File: src/rtl/cpu_pkg.sv
// Shared encodings for the 8-bit core: addressing modes, instruction
// classes, sequencer states and default entry-sequence lengths.
package cpu_pkg;

  typedef enum logic [3:0] {
    IMPL = 4'd0,
    ACC  = 4'd1,
    IMM  = 4'd2,
    ZPG  = 4'd3,
    ZPGX = 4'd4,
    ZPGY = 4'd5,
    ABS  = 4'd6,
    ABSX = 4'd7,
    ABSY = 4'd8,
    IND  = 4'd9,
    XIND = 4'd10,
    INDY = 4'd11,
    REL  = 4'd12
  } addr_mode_t;

  typedef enum logic [3:0] {
    READ  = 4'd0,
    STORE = 4'd1,
    RMW   = 4'd2,
    JMP   = 4'd3,
    PUSH  = 4'd4,
    PULL  = 4'd5,
    BRK   = 4'd6,
    JSR   = 4'd7,
    RTI   = 4'd8,
    RTS   = 4'd9
  } op_class_t;

  typedef enum logic [1:0] {
    RST_SEQ = 2'd0,
    INSTR   = 2'd1,
    INT_SEQ = 2'd2
  } seq_state_t;

  localparam int DEF_RST_LEN = 7;
  localparam int DEF_INT_LEN = 7;

endpackage

File: src/rtl/cycle_len_lut.sv
// Instruction length table: mode/class -> base cycle count and the
// T-state (if any) at which a conditional extra cycle may be granted.
// Ports: mode, cls in; base_len, ext_t, ext_ok, is_rel out.
module cycle_len_lut
  import cpu_pkg::*;
(
  input  logic [3:0] mode,
  input  logic [3:0] cls,
  output logic [2:0] base_len,
  output logic [2:0] ext_t,
  output logic       ext_ok,
  output logic       is_rel
);

  addr_mode_t m;
  op_class_t  c;

  always_comb begin
    m = addr_mode_t'(mode);
    // reserved classes behave as reads
    c = (cls > 4'd9) ? READ : op_class_t'(cls);
    base_len = 3'd2;
    ext_t    = 3'd0;
    ext_ok   = 1'b0;
    is_rel   = 1'b0;
    case (c)
      BRK:  base_len = 3'd7;
      JSR:  base_len = 3'd6;
      RTI:  base_len = 3'd6;
      RTS:  base_len = 3'd6;
      PUSH: base_len = 3'd3;
      PULL: base_len = 3'd4;
      JMP: begin
        if (m == ABS)      base_len = 3'd3;
        else if (m == IND) base_len = 3'd5;
      end
      default: begin
        case (m)
          IMPL, ACC, IMM:
            base_len = 3'd2;
          ZPG:
            base_len = (c == RMW) ? 3'd5 : 3'd3;
          ZPGX, ZPGY, ABS:
            base_len = (c == RMW) ? 3'd6 : 3'd4;
          ABSX, ABSY: begin
            case (c)
              STORE: base_len = 3'd5;
              RMW:   base_len = 3'd7;
              default: begin
                base_len = 3'd4;
                ext_t    = 3'd3;
                ext_ok   = 1'b1;
              end
            endcase
          end
          XIND:
            base_len = 3'd6;
          INDY: begin
            if (c == READ) begin
              base_len = 3'd5;
              ext_t    = 3'd4;
              ext_ok   = 1'b1;
            end else if (c == STORE) begin
              base_len = 3'd6;
            end
          end
          REL: begin
            base_len = 3'd2;
            ext_t    = 3'd1;
            ext_ok   = 1'b1;
            is_rel   = 1'b1;
          end
          default: base_len = 3'd2;
        endcase
      end
    endcase
  end

endmodule

File: src/rtl/instr_sequencer.sv
// T-state timing generator: instruction cycles with page/branch
// extensions, plus reset and interrupt entry sequences.
// Ports: clk, rst, rdy, addr_mode, op_class, branch_taken, page_cross,
// irq_pend in; t_state, sync, last_cycle, rst_seq, int_seq, extended out.
module instr_sequencer
  import cpu_pkg::*;
#(
  parameter int RST_LEN = DEF_RST_LEN,
  parameter int INT_LEN = DEF_INT_LEN
) (
  input  logic       clk,
  input  logic       rst,
  input  logic       rdy,
  input  logic [3:0] addr_mode,
  input  logic [3:0] op_class,
  input  logic       branch_taken,
  input  logic       page_cross,
  input  logic       irq_pend,
  output logic [2:0] t_state,
  output logic       sync,
  output logic       last_cycle,
  output logic       rst_seq,
  output logic       int_seq,
  output logic       extended
);

  seq_state_t state_q, state_d;
  logic [2:0] t_q, t_d;
  logic       sync_q, sync_d;
  logic       rseq_q, rseq_d;
  logic       iseq_q, iseq_d;
  logic       ext_q, ext_d;
  logic [1:0] extc_q, extc_d;
  logic [3:0] mode_q, mode_d;
  logic [3:0] cls_q, cls_d;

  logic [3:0] lut_mode;
  logic [3:0] lut_cls;
  logic [2:0] base_len;
  logic [2:0] ext_t;
  logic       ext_ok;
  logic       is_rel;
  logic       live_ext;
  logic [2:0] cur_len;

  // T1 decodes from the live decoder outputs; later cycles use the latch
  assign lut_mode = (t_q == 3'd1) ? addr_mode : mode_q;
  assign lut_cls  = (t_q == 3'd1) ? op_class : cls_q;

  cycle_len_lut u_lut (
    .mode     (lut_mode),
    .cls      (lut_cls),
    .base_len (base_len),
    .ext_t    (ext_t),
    .ext_ok   (ext_ok),
    .is_rel   (is_rel)
  );

  // second branch extension only exists once the branch was taken
  assign live_ext =
      (ext_ok && (t_q == ext_t) &&
       (is_rel ? branch_taken : page_cross)) ||
      (is_rel && (extc_q != 2'd0) &&
       (t_q == 3'd2) && page_cross);

  assign cur_len = base_len + {1'b0, extc_q} + {2'b00, live_ext};

  always_comb begin
    last_cycle = 1'b0;
    case (state_q)
      RST_SEQ: last_cycle = (t_q == 3'(RST_LEN - 1));
      INT_SEQ: last_cycle = (t_q == 3'(INT_LEN - 1));
      INSTR:   last_cycle = (t_q != 3'd0) &&
                            (t_q == cur_len - 3'd1);
      default: last_cycle = 1'b0;
    endcase
  end

  always_comb begin
    state_d = state_q;
    t_d     = t_q;
    sync_d  = sync_q;
    rseq_d  = rseq_q;
    iseq_d  = iseq_q;
    ext_d   = ext_q;
    extc_d  = extc_q;
    mode_d  = mode_q;
    cls_d   = cls_q;
    if (rst) begin
      state_d = RST_SEQ;
      t_d     = 3'd0;
      sync_d  = 1'b0;
      rseq_d  = 1'b1;
      iseq_d  = 1'b0;
      ext_d   = 1'b0;
      extc_d  = 2'd0;
      mode_d  = 4'd0;
      cls_d   = 4'd0;
    end else if (rdy) begin
      case (state_q)
        RST_SEQ, INT_SEQ: begin
          if (last_cycle) begin
            state_d = INSTR;
            t_d     = 3'd0;
            sync_d  = 1'b1;
            rseq_d  = 1'b0;
            iseq_d  = 1'b0;
          end else begin
            t_d = t_q + 3'd1;
          end
        end
        INSTR: begin
          if (last_cycle) begin
            t_d    = 3'd0;
            ext_d  = 1'b0;
            extc_d = 2'd0;
            if (irq_pend) begin
              state_d = INT_SEQ;
              sync_d  = 1'b0;
              iseq_d  = 1'b1;
            end else begin
              sync_d = 1'b1;
            end
          end else begin
            t_d    = t_q + 3'd1;
            sync_d = 1'b0;
            if (t_q == 3'd1) begin
              mode_d = addr_mode;
              cls_d  = op_class;
            end
            if (live_ext) begin
              extc_d = extc_q + 2'd1;
              ext_d  = 1'b1;
            end
          end
        end
        default: begin
          state_d = RST_SEQ;
          t_d     = 3'd0;
          rseq_d  = 1'b1;
        end
      endcase
    end
  end

  always_ff @(posedge clk) begin
    state_q <= state_d;
    t_q     <= t_d;
    sync_q  <= sync_d;
    rseq_q  <= rseq_d;
    iseq_q  <= iseq_d;
    ext_q   <= ext_d;
    extc_q  <= extc_d;
    mode_q  <= mode_d;
    cls_q   <= cls_d;
  end

  assign t_state  = t_q;
  assign sync     = sync_q;
  assign rst_seq  = rseq_q;
  assign int_seq  = iseq_q;
  assign extended = ext_q;

endmodule

File: config.mk
export PLATFORM = sky130hd
export DESIGN_NAME = instr_sequencer
export DESIGN_NICKNAME = d
export VERILOG_FILES = /design/src/rtl/cpu_pkg.sv /design/src/rtl/cycle_len_lut.sv /design/src/rtl/instr_sequencer.sv
export SDC_FILE = /design/constraint.sdc
export NUM_CORES = 1
export LEC_CHECK = 0
export ABC_AREA = 1
export ABC_CLOCK_PERIOD_IN_PS = 5600
export CAP_MARGIN = 20
export CORE_MARGIN = 3
export CORE_UTILIZATION = 50
export CTS_CLUSTER_DIAMETER = 40
export DETAILED_ROUTE_END_ITERATION = 6
export PLACE_DENSITY = 0.75
export SYNTH_ARGS = -nofsm -noshare
export SYNTH_HDL_FRONTEND = slang
export SYNTH_SLANG_ARGS = --single-unit
File: constraint.sdc
create_clock -name clk -period 5.6 [get_ports clk]
set_clock_uncertainty 0.2 [all_clocks]
set_input_delay 0.84 -clock clk [delete_from_list [all_inputs] [get_ports clk]]
set_output_delay 0.84 -clock clk [all_outputs]
set_load 0.1 [all_outputs]
==> run summary <==
Dividing the synthesized area by the synthesized cell count gives 6.702 sq um. The flop and latch count out of synthesis is 19. Excluding fillers, the count of instances in the completed layout stands at 325. The CTS sink count came out at 19. The via count of the first global-routing pass is 1546. The aggregate global routing overflow is 0. The worst register-to-register path ends at cls_q[2]$_SDFFE_PP0P_. The count of antenna diodes in the layout is 0. The number of distinct standard cells referenced by the synthesized netlist came out at 39. The top-area cell type share of the netlist area is 22.00%. The count of hold-fix buffers inserted at cts is 0. IR analysis of the VDD net gives a maximum drop of 0.1370 mV. TritonCTS built the clock tree. In the global route stage, overall resource usage came out at 20.68%. The area of the core is 3178 sq um.

The CTS H-tree depth is 1. The total nets after synthesis is 281. The start point of the worst hold path is int_seq$_SDFFE_PP0P_.

The worst slack on hold paths came out at 268.1 ps. The worst hold endpoint is int_seq$_SDFFE_PP0P_. The number of nets in the final layout came out at 305. The worst setup path is captured at an output port.

The routability congestion estimate from global placement came out at 0.9187. After synthesis, flip-flops and latches occupy 22.00% of the total area. The total negative slack for setup checks came out at 0 ps.

After detailed placement, the design holds a cell count of 319. STA puts the critical path data required time at 4560 ps. The shortest clock period the worst path allows after layout came out at 5370 ps. The routed wire length is 4154 microns. The worst setup path category is input pin to output port.

The count of nets left with antenna violations after detail routing came out at 0. Using the TritonRoute via totals, the vias-per-cell ratio works out to 5.329. The area of the mapped netlist is 1729 sq um. In the routed design, unresolved DRC markers number 0. The share of final-layout standard cells stronger than drive strength 1 came out at 21.35%. Headroom to the max-slew limit came out at 33.26%. The count of pins on the block boundary came out at 22. The path class of the tightest hold or removal check is flip-flop to flip-flop. The final hold violation count came out at 0. The port buffer count came out at 21. The relative area change from synthesis to final layout came out at 18.81%. The number of cells on the worst hold path came out at 2. In the post-route analysis, the smallest setup slack over all paths is 230.1 ps. The clock transition at the register clock pins on the worst setup and hold paths after CTS came out at 120 ps. The worst-case reg-to-reg path depth is 28. The power density over the cells is 183.4 nW/um^2. The number of buffers between clock root and the deepest sink came out at 2. The largest fanout on the critical path came out at 6. Row generation in the floorplan step produced 20 rows. Data on the critical path arrives at its endpoint at 4330 ps. Synthesis produced 258 cells. The flow ran to the end, and the final reports show no timing, DRC or antenna violations. The post-route clock period utilization came out at 95.89%.

The largest net degree at the start of global routing came out at 14. The number of iterations in the first detailed-routing pass came out at 4. In this run the critical register-to-register path is launched from t_state[1]$_SDFFE_PP0P_. The most used standard cell by instance count after synthesis is sky130_fd_sc_hd__nand2_1.

The insertion delay to the later sink of the worst-skew pair came out at 320 ps. The summed area of non-filler cells in the final layout came out at 2054 sq um. The async set or reset register ratio after synthesis came out at 0%. Max-cap violations in this run came to 0. The first-pass GRT wire length came out at 6886 microns.

The buffers plus inverters on the worst setup path is 7. For the pin with the worst max-slew slack, the measured transition is 998.0 ps. The wire length per cell after detailed routing is 12.78 microns. The upper clock frequency limit came out at 0.1862 GHz. For this run, the slowest stage of the critical path takes 440 ps. Among all stages on the critical path, the largest delay is contributed by sky130_fd_sc_hd__clkdlybuf4s50_1. Setup violations remaining at the end of the flow were counted as 0. In the post-synthesis netlist, the biggest area contributors are sky130_fd_sc_hd__dfxtp_1, sky130_fd_sc_hd__nand2_1, sky130_fd_sc_hd__inv_1.

The leading area contributor after synthesis is sky130_fd_sc_hd__dfxtp_1. The initial DRC count came out at 120. The number of enable-type register cells in the synthesized netlist is 0. Broken down by cell family, the worst path's largest delay share belongs to simple AND/OR/NAND/NOR gates.

The most used flip-flop cell after synthesis is sky130_fd_sc_hd__dfxtp_1. The worst setup path is launched from an input pin. Once the floorplan was initialized, standard cells occupied 54.41% of the core. Setup slack on the worst reg-to-reg path comes out at 1140 ps. Detailed routing inserted a total of 1732 vias.

The leakage power total came out at 0.8825 nW. The number of max-slew violations in the final report is 0. In this run the vertical extent of the chip is 64.81 microns. The number of antenna violations at the first check in global routing came out at 0.

The worst slack at placement is 73.58 ps. The die outline area came out at 4200 sq um. CTS placed an instance of sky130_fd_sc_hd__clkbuf_4 at the clock tree root. By count the netlist is led by sky130_fd_sc_hd__nand2_1, sky130_fd_sc_hd__inv_1, sky130_fd_sc_hd__nand3_1, sky130_fd_sc_hd__nor2_1, sky130_fd_sc_hd__dfxtp_1. The number of clock buffers added by TritonCTS is 3. The yosys synthesis warning count is 0.

The die is 64.81 microns wide. The placement-stage cell area is 1969 sq um. The post-detailed-placement half-perimeter wirelength is 3196 microns. Traced cell by cell, the critical path runs through clkdlybuf4s50_1 -> o21ai_4 -> inv_2 -> nand2_1 -> nand2_2 -> nor3_2 -> nand2_1 -> nand2_1 -> inv_1 -> nor2_1 -> nand3_1 -> nand2_1 -> inv_1 -> ha_1 -> inv_1 -> ha_1 -> inv_1 -> fa_1 -> xnor2_1 -> a211oi_2 -> nand3_4 -> nand2_4 -> buf_12.
[how the worst max path moves through the flow]
stage | to | cells past startpoint | from
2_1_floorplan | last_cycle | 26 | t_state[2]$_SDFFE_PP0P_
3_3_place_gp | last_cycle | 23 | op_class[2]
3_5_place_dp | last_cycle | 23 | op_class[2]
4_1_cts | last_cycle | 25 | t_state[1]$_SDFFE_PP0P_
5_1_grt | last_cycle | 24 | op_class[1]
6_report | last_cycle | 23 | op_class[2]
[per-stage QoR]
stage	power (mW)	utilization, %
final	0.3768	64.65
after CTS	0.3698	62.99
after global routing	0.3988	64.65
after global placement	0.2906	61.97
after detailed placement	0.2924	61.97
after floorplan	0.2602	-
[where the power goes]
part           leakage (nW)  total (mW)  internal [mW]  switching, mW
Clock                0.0139      0.0772         0.0273         0.0498
Combinational         0.714       0.156         0.0567         0.0995
Sequential            0.155       0.143          0.138        0.00534
[flip-flops by register name (all words and copies together), names as in the netlist]
| register | flops |
|---|---|
| sync | 1 |
| extended | 1 |
| t_state | 3 |
| rst_seq | 1 |
| extc_q | 2 |
| state_q | 2 |
| cls_q | 4 |
| int_seq | 1 |
| mode_q | 4 |
[repair_timing]
action	4_1_cts	5_1_grt
pin swaps	0	2
resized for setup	1	6
buffers inserted	0	2
endpoints found under the setup margin	1	1
[cell families after synthesis]
| group | count (synthesis) | share of synthesized area, % |
|---|---|---|
| XOR/XNOR | 3 | 1.520 |
| buffers and inverters | 44 | 11.51 |
| AO/OA/AOI/OAI | 48 | 17.44 |
| flip-flops | 19 | 22.00 |
| AND/OR/NAND/NOR | 135 | 40.59 |
| adder cells (fa/ha/maj) | 9 | 6.947 |
[metal layers]
layer  share of wire, %  global-route usage, %  vias up
met1                 49                  29.79      788
met4                1.2                  5.541        0
met5                  0                      0        -
li1                   -                      -      892
met2                 45                  31.29       46
met3                5.5                  3.986        6
[final cells by class]
| class | instances | area, sq um |
|---|---|---|
| Clock inverter | 1 | 7.507 |
| Timing Repair Buffer | 24 | 242.7 |
| Tap cell | 44 | 55.05 |
| Inverter | 39 | 157.7 |
| Fill cell | 303 | 1124 |
| Clock buffer | 3 | 22.52 |
| Multi-Input combinational cell | 195 | 1184 |
| Sequential cell | 19 | 385.4 |
[layout by cell type, fill, tap and decap left out, types with 2 or more instances in the layout]
master                            Yosys  final
sky130_fd_sc_hd__inv_1               32     31
sky130_fd_sc_hd__nor3_2               2      2
sky130_fd_sc_hd__nand2_2             14     14
sky130_fd_sc_hd__nand3_1             21     21
sky130_fd_sc_hd__clkdlybuf4s50_1      0     20
sky130_fd_sc_hd__o21ai_2              4      4
sky130_fd_sc_hd__dfxtp_1             19     17
sky130_fd_sc_hd__nor2_4               5      5
sky130_fd_sc_hd__nand2_1             53     53
sky130_fd_sc_hd__nand4_1              6      6
sky130_fd_sc_hd__a21oi_1             15     15
sky130_fd_sc_hd__nor3_1               3      3
sky130_fd_sc_hd__o22ai_1              2      2
sky130_fd_sc_hd__buf_4                0      3
sky130_fd_sc_hd__a211oi_1             3      2
sky130_fd_sc_hd__o21ai_1              7      7
sky130_fd_sc_hd__clkbuf_4             0      3
sky130_fd_sc_hd__ha_1                 8      7
sky130_fd_sc_hd__nand3_2              5      5
sky130_fd_sc_hd__clkinvlp_4           0      2
sky130_fd_sc_hd__a21oi_2              3      3
sky130_fd_sc_hd__nor2_1              21     21
sky130_fd_sc_hd__inv_2                5      5
sky130_fd_sc_hd__o21ai_0              7      7
[worst register-to-register path, delay by kind of cell (launching register included)]
kind	cells	cell delay, ps
xor gates and xnor gates	1	160
buffers and inverters	7	530
and+or+nand+nor	12	1390
AOI/OAI and AO/OA	4	530
adders and majority gates	4	1100
DFF	1	420
Power figures use the tool's default switching activity.
